`config.mk`:
```
export PLATFORM = sky130hd
export DESIGN_NAME = pipe_stage_buffer
export DESIGN_NICKNAME = d
export VERILOG_FILES = /design/src/rtl/pipe_pkg.sv /design/src/rtl/pipe_entry_reg.sv /design/src/rtl/pipe_stage_buffer.sv
export SDC_FILE = /design/constraint.sdc
export NUM_CORES = 1
export LEC_CHECK = 0
export ABC_AREA = 1
export CORE_MARGIN = 2
export CORE_UTILIZATION = 45
export CTS_BUF_LIST = sky130_fd_sc_hd__clkbuf_4
export DETAILED_ROUTE_END_ITERATION = 8
export MAX_ROUTING_LAYER = met4
export PLACE_DENSITY_LB_ADDON = 0.12
export SLEW_MARGIN = 20
export SYNTH_ARGS = -nofsm -noshare
export SYNTH_HDL_FRONTEND = slang
export SYNTH_SLANG_ARGS = --single-unit
```
`constraint.sdc`:
```
create_clock -name clk -period 1.8 [get_ports clk]
set_clock_uncertainty 0.2 [all_clocks]
set_input_delay 0.18 -clock clk [delete_from_list [all_inputs] [get_ports clk]]
set_output_delay 0.18 -clock clk [all_outputs]
set_load 0.02 [all_outputs]
```
`src/rtl/pipe_pkg.sv`:
```
// pipe_pkg: shared pipeline-stage state encoding and control-bit positions.
package pipe_pkg;
    typedef enum logic [1:0] {EMPTY = 2'd0, ONE = 2'd1, FULL = 2'd2} pipe_state_t;
    localparam int CTRL_RW   = 0;
    localparam int CTRL_MW   = 1;
    localparam int CTRL_MR   = 2;
    localparam int CTRL_BR   = 3;
    localparam int CTRL_IW   = 4;
    localparam int CTRL_PUSH = 5;
    localparam int CTRL_POP  = 6;
endpackage

```
`src/rtl/pipe_entry_reg.sv`:
```
// pipe_entry_reg: one valid/ctrl/data slot; ctrl is zeroed whenever the slot goes invalid.
module pipe_entry_reg #(
    parameter int CTRL_W = 16,
    parameter int DATA_W = 96
) (
    input  logic              clk,
    input  logic              reset,
    input  logic              i_clear,
    input  logic              i_load,
    input  logic              i_valid,
    input  logic [CTRL_W-1:0] i_ctrl,
    input  logic [DATA_W-1:0] i_data,
    output logic              o_valid,
    output logic [CTRL_W-1:0] o_ctrl,
    output logic [DATA_W-1:0] o_data
);
    logic              r_valid;
    logic [CTRL_W-1:0] r_ctrl;
    logic [DATA_W-1:0] r_data;

    // Payload only moves with a valid word so it holds its last value otherwise.
    always_ff @(posedge clk)
        if (reset) begin
            r_valid <= 1'b0;
            r_ctrl  <= '0;
            r_data  <= '0;
        end else if (i_clear) begin
            r_valid <= 1'b0;
            r_ctrl  <= '0;
        end else if (i_load) begin
            r_valid <= i_valid;
            r_ctrl  <= i_valid ? i_ctrl : '0;
            if (i_valid) r_data <= i_data;
        end

    assign o_valid = r_valid;
    assign o_ctrl  = r_ctrl;
    assign o_data  = r_data;
endmodule

```
`src/rtl/pipe_stage_buffer.sv`:
```
// pipe_stage_buffer: ready/valid pipeline register with optional skid entry and flush.
module pipe_stage_buffer
    import pipe_pkg::*;
#(
    parameter int DATA_W  = 96,
    parameter int CTRL_W  = 16,
    parameter bit SKID_EN = 1'b1
) (
    input  logic              clk,
    input  logic              reset,
    input  logic              flush,
    input  logic              in_valid,
    output logic              in_ready,
    input  logic [CTRL_W-1:0] in_ctrl,
    input  logic [DATA_W-1:0] in_data,
    output logic              out_valid,
    input  logic              out_ready,
    output logic [CTRL_W-1:0] out_ctrl,
    output logic [DATA_W-1:0] out_data,
    output logic [1:0]        occupancy
);
    pipe_state_t       r_state, w_state_nxt;
    logic              r_in_ready;
    logic              w_accept, w_xfer, w_m_load, w_s_load, w_m_in_valid;
    logic              w_s_valid;
    logic [CTRL_W-1:0] w_s_ctrl, w_m_in_ctrl;
    logic [DATA_W-1:0] w_s_data, w_m_in_data;

    assign in_ready  = SKID_EN ? r_in_ready : (!out_valid || out_ready);
    assign w_accept  = in_valid && in_ready;
    assign w_xfer    = out_valid && out_ready;
    assign occupancy = r_state;

    // Main refills whenever it drains or is empty; from skid when FULL, else from input.
    assign w_m_load     = w_xfer || !out_valid;
    assign w_m_in_valid = (r_state == FULL) ? w_s_valid : w_accept;
    assign w_m_in_ctrl  = (r_state == FULL) ? w_s_ctrl  : in_ctrl;
    assign w_m_in_data  = (r_state == FULL) ? w_s_data  : in_data;
    assign w_s_load     = SKID_EN && (((r_state == ONE) && w_accept && !w_xfer) ||
                                      ((r_state == FULL) && w_xfer));

    always_comb begin
        w_state_nxt = r_state;
        if (flush)
            w_state_nxt = EMPTY;
        else if (r_state == EMPTY)
            w_state_nxt = w_accept ? ONE : EMPTY;
        else if (r_state == ONE)
            w_state_nxt = (w_accept && !w_xfer) ? FULL : (!w_accept && w_xfer) ? EMPTY : ONE;
        else
            w_state_nxt = w_xfer ? ONE : FULL;
    end

    always_ff @(posedge clk)
        if (reset) begin
            r_state    <= EMPTY;
            r_in_ready <= 1'b1;
        end else begin
            r_state    <= w_state_nxt;
            r_in_ready <= (w_state_nxt != FULL);
        end

    pipe_entry_reg #(.CTRL_W(CTRL_W), .DATA_W(DATA_W)) u_main (
        .clk(clk), .reset(reset), .i_clear(flush), .i_load(w_m_load),
        .i_valid(w_m_in_valid), .i_ctrl(w_m_in_ctrl), .i_data(w_m_in_data),
        .o_valid(out_valid), .o_ctrl(out_ctrl), .o_data(out_data)
    );

    pipe_entry_reg #(.CTRL_W(CTRL_W), .DATA_W(DATA_W)) u_skid (
        .clk(clk), .reset(reset), .i_clear(flush), .i_load(w_s_load),
        .i_valid(w_accept), .i_ctrl(in_ctrl), .i_data(in_data),
        .o_valid(w_s_valid), .o_ctrl(w_s_ctrl), .o_data(w_s_data)
    );
endmodule

```
==> impl_metrics.json, run 1 <==
{
  "globalRouteTotalUtil_pct": 24.3,
  "critPathArrivalTime_ns": 1.35,
  "worst_path_largest_cell_delay_ns": 0.38,
  "setup_crit_end_kind": "output port",
  "timing.critical_path.required_ns": 1.42,
  "hold_end": "u_skid.o_data[48]",
  "floorplan.io_pins": 233,
  "grt_first_pass_wirelength_um": 51800,
  "worst-setup-path-type": "reg2out",
  "postSynthCellCount": 1819,
  "peak_freq_mhz": 577,
  "syn-mean-instance-area_um2": 6.16,
  "grt_max_degree": 113,
  "crit_reg_reg_endpoint": "u_main.o_data[46]",
  "clk_pin_slew_worst_paths_ns": 0.06,
  "core_area_um2": 24400,
  "regToRegStartpoint": "occupancy[0]",
  "timing.final.crit_period_ns": 1.73,
  "timing.setup.tns_ns": 0,
  "cts-buffers-inserted": 67,
  "timing.final.crit_share_pct": 96.2,
  "viasPerCell": 4.72,
  "cts_max_level": 3,
  "multi_input_area_um2": 5200,
  "layout-area-overhead-vs-synth_pct": 42.7,
  "p_switching_uw": 3460,
  "hold_path.class": "in2reg",
  "pwr-share-comb_pct": 16.8,
  "grt_overflow": 0,
  "final_core_utilization_pct": 65.5,
  "clk_path_buf_depth": 3,
  "hold_path.startpoint": "in_data[48]",
  "floorplan.die.height_um": 162,
  "ir_drop_v": 0.000513,
  "max_cap_violations": 0,
  "power.static_leakage_uw": 0.00817,
  "path_max_fanout": 2,
  "worst_hold_path.num_cells": 5,
  "design.final.nets": 2268,
  "number_of_clock_sinks_seen_by_cts": 229,
  "io_buffer_count": 232,
  "yosysTopAreaCell": "dfxtp_1",
  "slew-limit-headroom_pct": 65.6,
  "post-synth-top-area-fraction_pct": 40.9,
  "cp-start-kind": "flop",
  "grt_antenna_before_repair": 1,
  "initialDrtViolationCount": 651,
  "yosysSeqAreaShare_pct": 40.9,
  "switching_share_pct": 27.2,
  "first_global_vias": 11000,
  "placer_congestion": 0.791,
  "design.die.area_um2": 26200,
  "start_util_pct": 45.9,
  "mappedNetlistNets": 1936,
  "wl_um": 31800,
  "timing.final.setup_violations": 0,
  "crit_start": "u_main.o_data[89]",
  "hpwl_after_dpl_um": 19300,
  "yosysUniqueCellTypes": 19,
  "crit_slowest_cell": "dfxtp_1",
  "detailroute.via_count": 11900,
  "antenna_violating_nets_post_route": 0,
  "post-route-drc-count": 0,
  "final_slew_viol_count": 0,
  "num-fill-cells": 2281,
  "ys.warnings.count": 0,
  "clock_insertion_delay_worst_skew_ns": 0.64,
  "critical-path-top-delay-family": "flip-flops",
  "netlist_area_um2": 11200,
  "route.detailed.wl_per_inst_um": 12.6,
  "path_buf_inv": 1,
  "p_per_cell_area_nw_per_um2": 796,
  "layout-drive-gt1-share_pct": 9.24,
  "clockRootBuffer": "clkbuf_4",
  "seqCellArea_um2": 4590,
  "path_cells": "dlygate4sd2_1",
  "internal-power_uw": 9260,
  "firstDrtPassIters": 5,
  "die_width_um": 162,
  "cts_tree": "built",
  "worstMarginPinSlew_ns": 0.516,
  "share_clk_of_total_power_pct": 41.0,
  "yosys-top-cells-area": "dfxtp_1 41%, nand2_1 18%, nand3_1 11%, nor2_1 10%, inv_1 7.1%",
  "synth-seq-cells": 229,
  "outcome": "completed",
  "num_rows": 57,
  "flop_pwr_share_pct": 42.3,
  "reg2regPathDepth": 9,
  "regToRegSetupSlack_ns": 0.16,
  "final_report_hold_violation_count": 0
}
==> placed cells by master (no fill, tap or decap), drive strengths merged <==
cell	instances
o21ai	2
clkdlybuf4s50	116
clkinv	8
nand3	244
dlygate4sd3	92
inv	218
nor3	1
a21oi	130
dfxtp	229
clkbuf	109
nand2	552
or2	1
buf	71
diode	3
bufinv	3
dlygate4sd2	86
nand4	1
nor2	310
clkdlybuf4s15	24
==> registers in the layout, indices dropped and copies added (netlist names) <==
register and count:
u_main.o_valid 1, u_skid.o_valid 1, u_main.o_ctrl 16, u_skid.o_data 96, u_skid.o_ctrl 16, occupancy 2, u_main.o_data 96, in_ready 1
==> through the flow <==
step                instances  cell area (µm²)  hold WS (ns)  total power (µW)  setup slack [ns]
floorplan                1819            11200        0.0515              6570            0.0174
global placement         2310            14200         0.256              7550            -0.109
detailed placement       2310            14200         0.256              7570            -0.127
CTS                      2517            15900       0.00128             12900         0.0000673
global route             2524            16000        0.0276             13400         -0.000766
finish                   2524            16000        0.0507             12700            0.0682
==> cells by family (layout without fill, tap and decap cells) <==
logic type	count (synthesis)	after routing	synth area share, %
other	0	3	0
flip-flops	229	229	40.9
AO/OA/AOI/OAI	132	132	5.90
AND/OR/NAND/NOR	1109	1109	40.2
buffers and inverters	349	727	13.0
==> cells in the mapped netlist <==
| library cell | number |
|---|---|
| nand2_2 | 2 |
| buf_6 | 3 |
| buf_4 | 18 |
| clkbuf_1 | 52 |
| nand3_1 | 242 |
| nor3_1 | 1 |
| inv_2 | 4 |
| nand2_1 | 550 |
| o21ai_0 | 2 |
| inv_1 | 213 |
| dfxtp_1 | 229 |
| nor2_1 | 309 |
| buf_1 | 14 |
| nand4_2 | 1 |
| or2_2 | 1 |
| nand3_2 | 2 |
| a21oi_1 | 130 |
| buf_2 | 45 |
| nor2_2 | 1 |
==> worst max path at each step <==
stage | to | cells past startpoint | slack [ns]
2_1_floorplan | u_skid.o_data[83] | 7 | 0.02
3_3_place_gp | u_skid.o_data[56] | 9 | -0.11
3_5_place_dp | u_skid.o_data[15] | 9 | -0.13
4_1_cts | in_ready | 1 | 0.00007
5_1_grt | out_ctrl[5] | 1 | -0.0008
6_report | out_data[89] | 1 | 0.07
==> area by class of cell <==
cell class,count,share of cell area (%)
Antenna cell,3,0.0470
Multi-Input combinational cell,1241,32.5
Sequential cell,229,28.7
Clock inverter,12,0.775
Inverter,217,5.14
Timing Repair Buffer,395,25.4
Tap cell,324,2.54
Clock buffer,103,4.84
==> metal layers <==
layer	GRT usage, %	part of all wire (%)	routed length, µm	vias up
met5	-	0	0	-
met3	5.46	6.6	2090	47
li1	-	-	-	6252
met4	7.64	1.9	607	0
met2	40.8	47	15000	366
met1	29.1	44	14100	5244
==> repair_timing <==
action | in CTS | in global routing
hold endpoints to repair | 112 | 0
hold buffers | 92 | 0
setup buffers | 0 | 3
setup endpoints to repair | 116 | 215
cloned | 0 | 1
resized for setup | 130 | 32
==> power by group through the flow <==
| stage | clock [µW] | combinational, µW | sequential, µW |
|---|---|---|---|
| 3_3_place_gp | 0 | 2060 | 5490 |
| 6_report | 5210 | 2130 | 5380 |
| 2_1_floorplan | 0 | 890 | 5680 |
| 5_1_grt | 5680 | 2360 | 5400 |
| 3_5_place_dp | 0 | 2070 | 5490 |
| 4_1_cts | 5400 | 2130 | 5380 |
Note: power is estimated with default switching activity, not from simulation.
==> run 2, diff against run 1 <==
ABC_CLOCK_PERIOD_IN_PS = 1800   (was default)
==> results of run 2 <==
No change in the layout: final DEF, timing and power equal those of run 1.
==> run 3, diff against run 2 <==
CTS_CLUSTER_DIAMETER = 80   (was default)
CTS_CLUSTER_SIZE = 28   (was default)
==> run 3 against run 2 <==
Net effect: critical path depth stayed put; sequential cell count stayed put; core utilization is 0.67 points lower; critical path type unchanged; highest routed layer unchanged.
==> impl_metrics.json, run 3 (same netlist as run 1, synthesis figures left out) <==
{
  "power.static_leakage_uw": 0.00767,
  "finalHoldWorstSlack_ns": 0.170,
  "grt_max_degree": 113,
  "detailroute.via_count": 11800,
  "wl_um": 32000,
  "final_core_utilization_pct": 64.9,
  "worst_path_largest_cell_delay_ns": 0.41,
  "cts-buffers-inserted": 14,
  "path_buf_inv": 1,
  "slew-limit-headroom_pct": 65.3,
  "multi_input_area_um2": 5240,
  "design.die.area_um2": 26200,
  "design.final.nets": 2248,
  "regToRegSetupSlack_ns": 0.11,
  "clk_path_buf_depth": 3,
  "mostFrequentLayoutCell": "nand2_1",
  "layout-area-overhead-vs-synth_pct": 41.3,
  "most-common-layout-cells": "548 x nand2_1, 307 x nor2_1, 242 x nand3_1",
  "hold_path.class": "in2reg",
  "timing.final.setup_violations": 0,
  "die_width_um": 162,
  "worstMarginPinSlew_ns": 0.520,
  "hpwl_after_dpl_um": 19300,
  "setup_slack_ns": 0.0442,
  "path_max_fanout": 2,
  "post-place-ws_ns": -0.127,
  "worst_hold_path.num_cells": 6,
  "cts_tree": "built",
  "floorplan.io_pins": 233,
  "seqCellArea_um2": 4680,
  "peak_freq_mhz": 570,
  "timing.critical_path.required_ns": 1.42,
  "max_cap_violations": 0,
  "hold_path.startpoint": "in_valid",
  "critPathArrivalTime_ns": 1.38,
  "num-fill-cells": 2311,
  "initialDrtViolationCount": 683,
  "finalPower_uw": 9980,
  "final_slew_viol_count": 0,
  "reg2regPathDepth": 10,
  "floorplan.die.height_um": 162,
  "num_rows": 57,
  "outcome": "completed",
  "layout-drive-gt1-share_pct": 14.2,
  "route.detailed.wl_per_inst_um": 13.0,
  "grt_antenna_before_repair": 1,
  "crit_reg_reg_endpoint": "u_main.o_data[4]",
  "placer_congestion": 0.791,
  "grt_first_pass_wirelength_um": 51000,
  "path_cells": "clkdlybuf4s15_1",
  "clk_pin_slew_worst_paths_ns": 0.23,
  "final_report_hold_violation_count": 0,
  "antenna_violating_nets_post_route": 0,
  "io_buffer_count": 232,
  "critical-path-top-delay-family": "flip-flops",
  "grt_overflow": 0,
  "cp-start-kind": "flop",
  "timing.final.crit_period_ns": 1.76,
  "timing.final.crit_share_pct": 97.5,
  "clockRootBuffer": "clkbuf_4",
  "setup_crit_end_kind": "output port",
  "globalRouteTotalUtil_pct": 23.6,
  "hold_end": "u_skid.o_valid",
  "clock_insertion_delay_worst_skew_ns": 0.67,
  "first_global_vias": 10700,
  "crit_slowest_cell": "dfxtp_1",
  "start_util_pct": 45.9,
  "worst-setup-path-type": "reg2out",
  "p_per_cell_area_nw_per_um2": 631,
  "viasPerCell": 4.79,
  "core_area_um2": 24400,
  "number_of_clock_sinks_seen_by_cts": 229,
  "ir_drop_v": 0.000487,
  "cts_max_level": 1,
  "regToRegStartpoint": "u_main.o_valid",
  "firstDrtPassIters": 5,
  "post-route-drc-count": 0
}
run 3: cell count changes in the layout (fill, tap and decap cells not counted), moves of 13 or more:
cell             delta
clkbuf_2           +13
dlygate4sd2_1      -86
clkbuf_4           -88
dlygate4sd3_1      +22
clkdlybuf4s15_1    -20
dfxtp_1            -66
clkdlybuf4s15_2    +71
dfxtp_2            +65
buf_2              +21
run 3: power breakdown:
part	switching (µW)	internal [µW]	leakage, µW
clock	1800	516	0.000110
sequential	111	5300	0.00189
combinational	1190	1060	0.00567
run 3: metal layers:
| metal | routed length (µm) | GRT usage (%) | share of wire, % | vias up |
|---|---|---|---|---|
| met1 | 14500 | 29.9 | 45 | 5284 |
| met5 | 0 | - | 0 | - |
| li1 | - | - | - | 6163 |
| met4 | 617 | 6.15 | 1.9 | 0 |
| met2 | 15300 | 40.2 | 48 | 314 |
| met3 | 1570 | 2.63 | 4.9 | 39 |
run 3: stage by stage:
step	setup TNS, ns	cell area (µm²)	instances
2_1_floorplan	0	11200	1819
3_3_place_gp	-13.34	14200	2310
3_5_place_dp	-15.66	14200	2310
4_1_cts	-0.0356	15700	2450
5_1_grt	-0.0778	15800	2465
6_report	0	15800	2465
run 3: repair_timing:
item,CTS,global route
gates resized for setup,340,119
pin swaps,0,6
setup endpoints to repair,116,287
endpoints found under the hold margin,207,0
gates cloned,0,4
buffers inserted,2,9
hold buffers,114,0
run 3: layout make-up:
type,count,area share (%)
diodes,2,0.0316
flip-flops and latches,229,29.6
inverters,217,5.20
clock buffers,15,0.712
clock inverters,9,0.664
repair buffers,427,28.2
multi-input cells,1242,33.1
well taps,324,2.56
run 3: worst max path at each step:
stage	end	depth (start not counted)	from	slack, ns
floorplan	u_skid.o_data[83]	7	in_ready	0.02
global placement	u_skid.o_data[56]	9	in_valid	-0.11
detailed placement	u_skid.o_data[15]	9	in_valid	-0.13
CTS	occupancy[1]	1	occupancy[1]	-0.02
global route	out_data[1]	1	u_main.o_data[1]	-0.03
finish	out_data[1]	1	u_main.o_data[1]	0.04
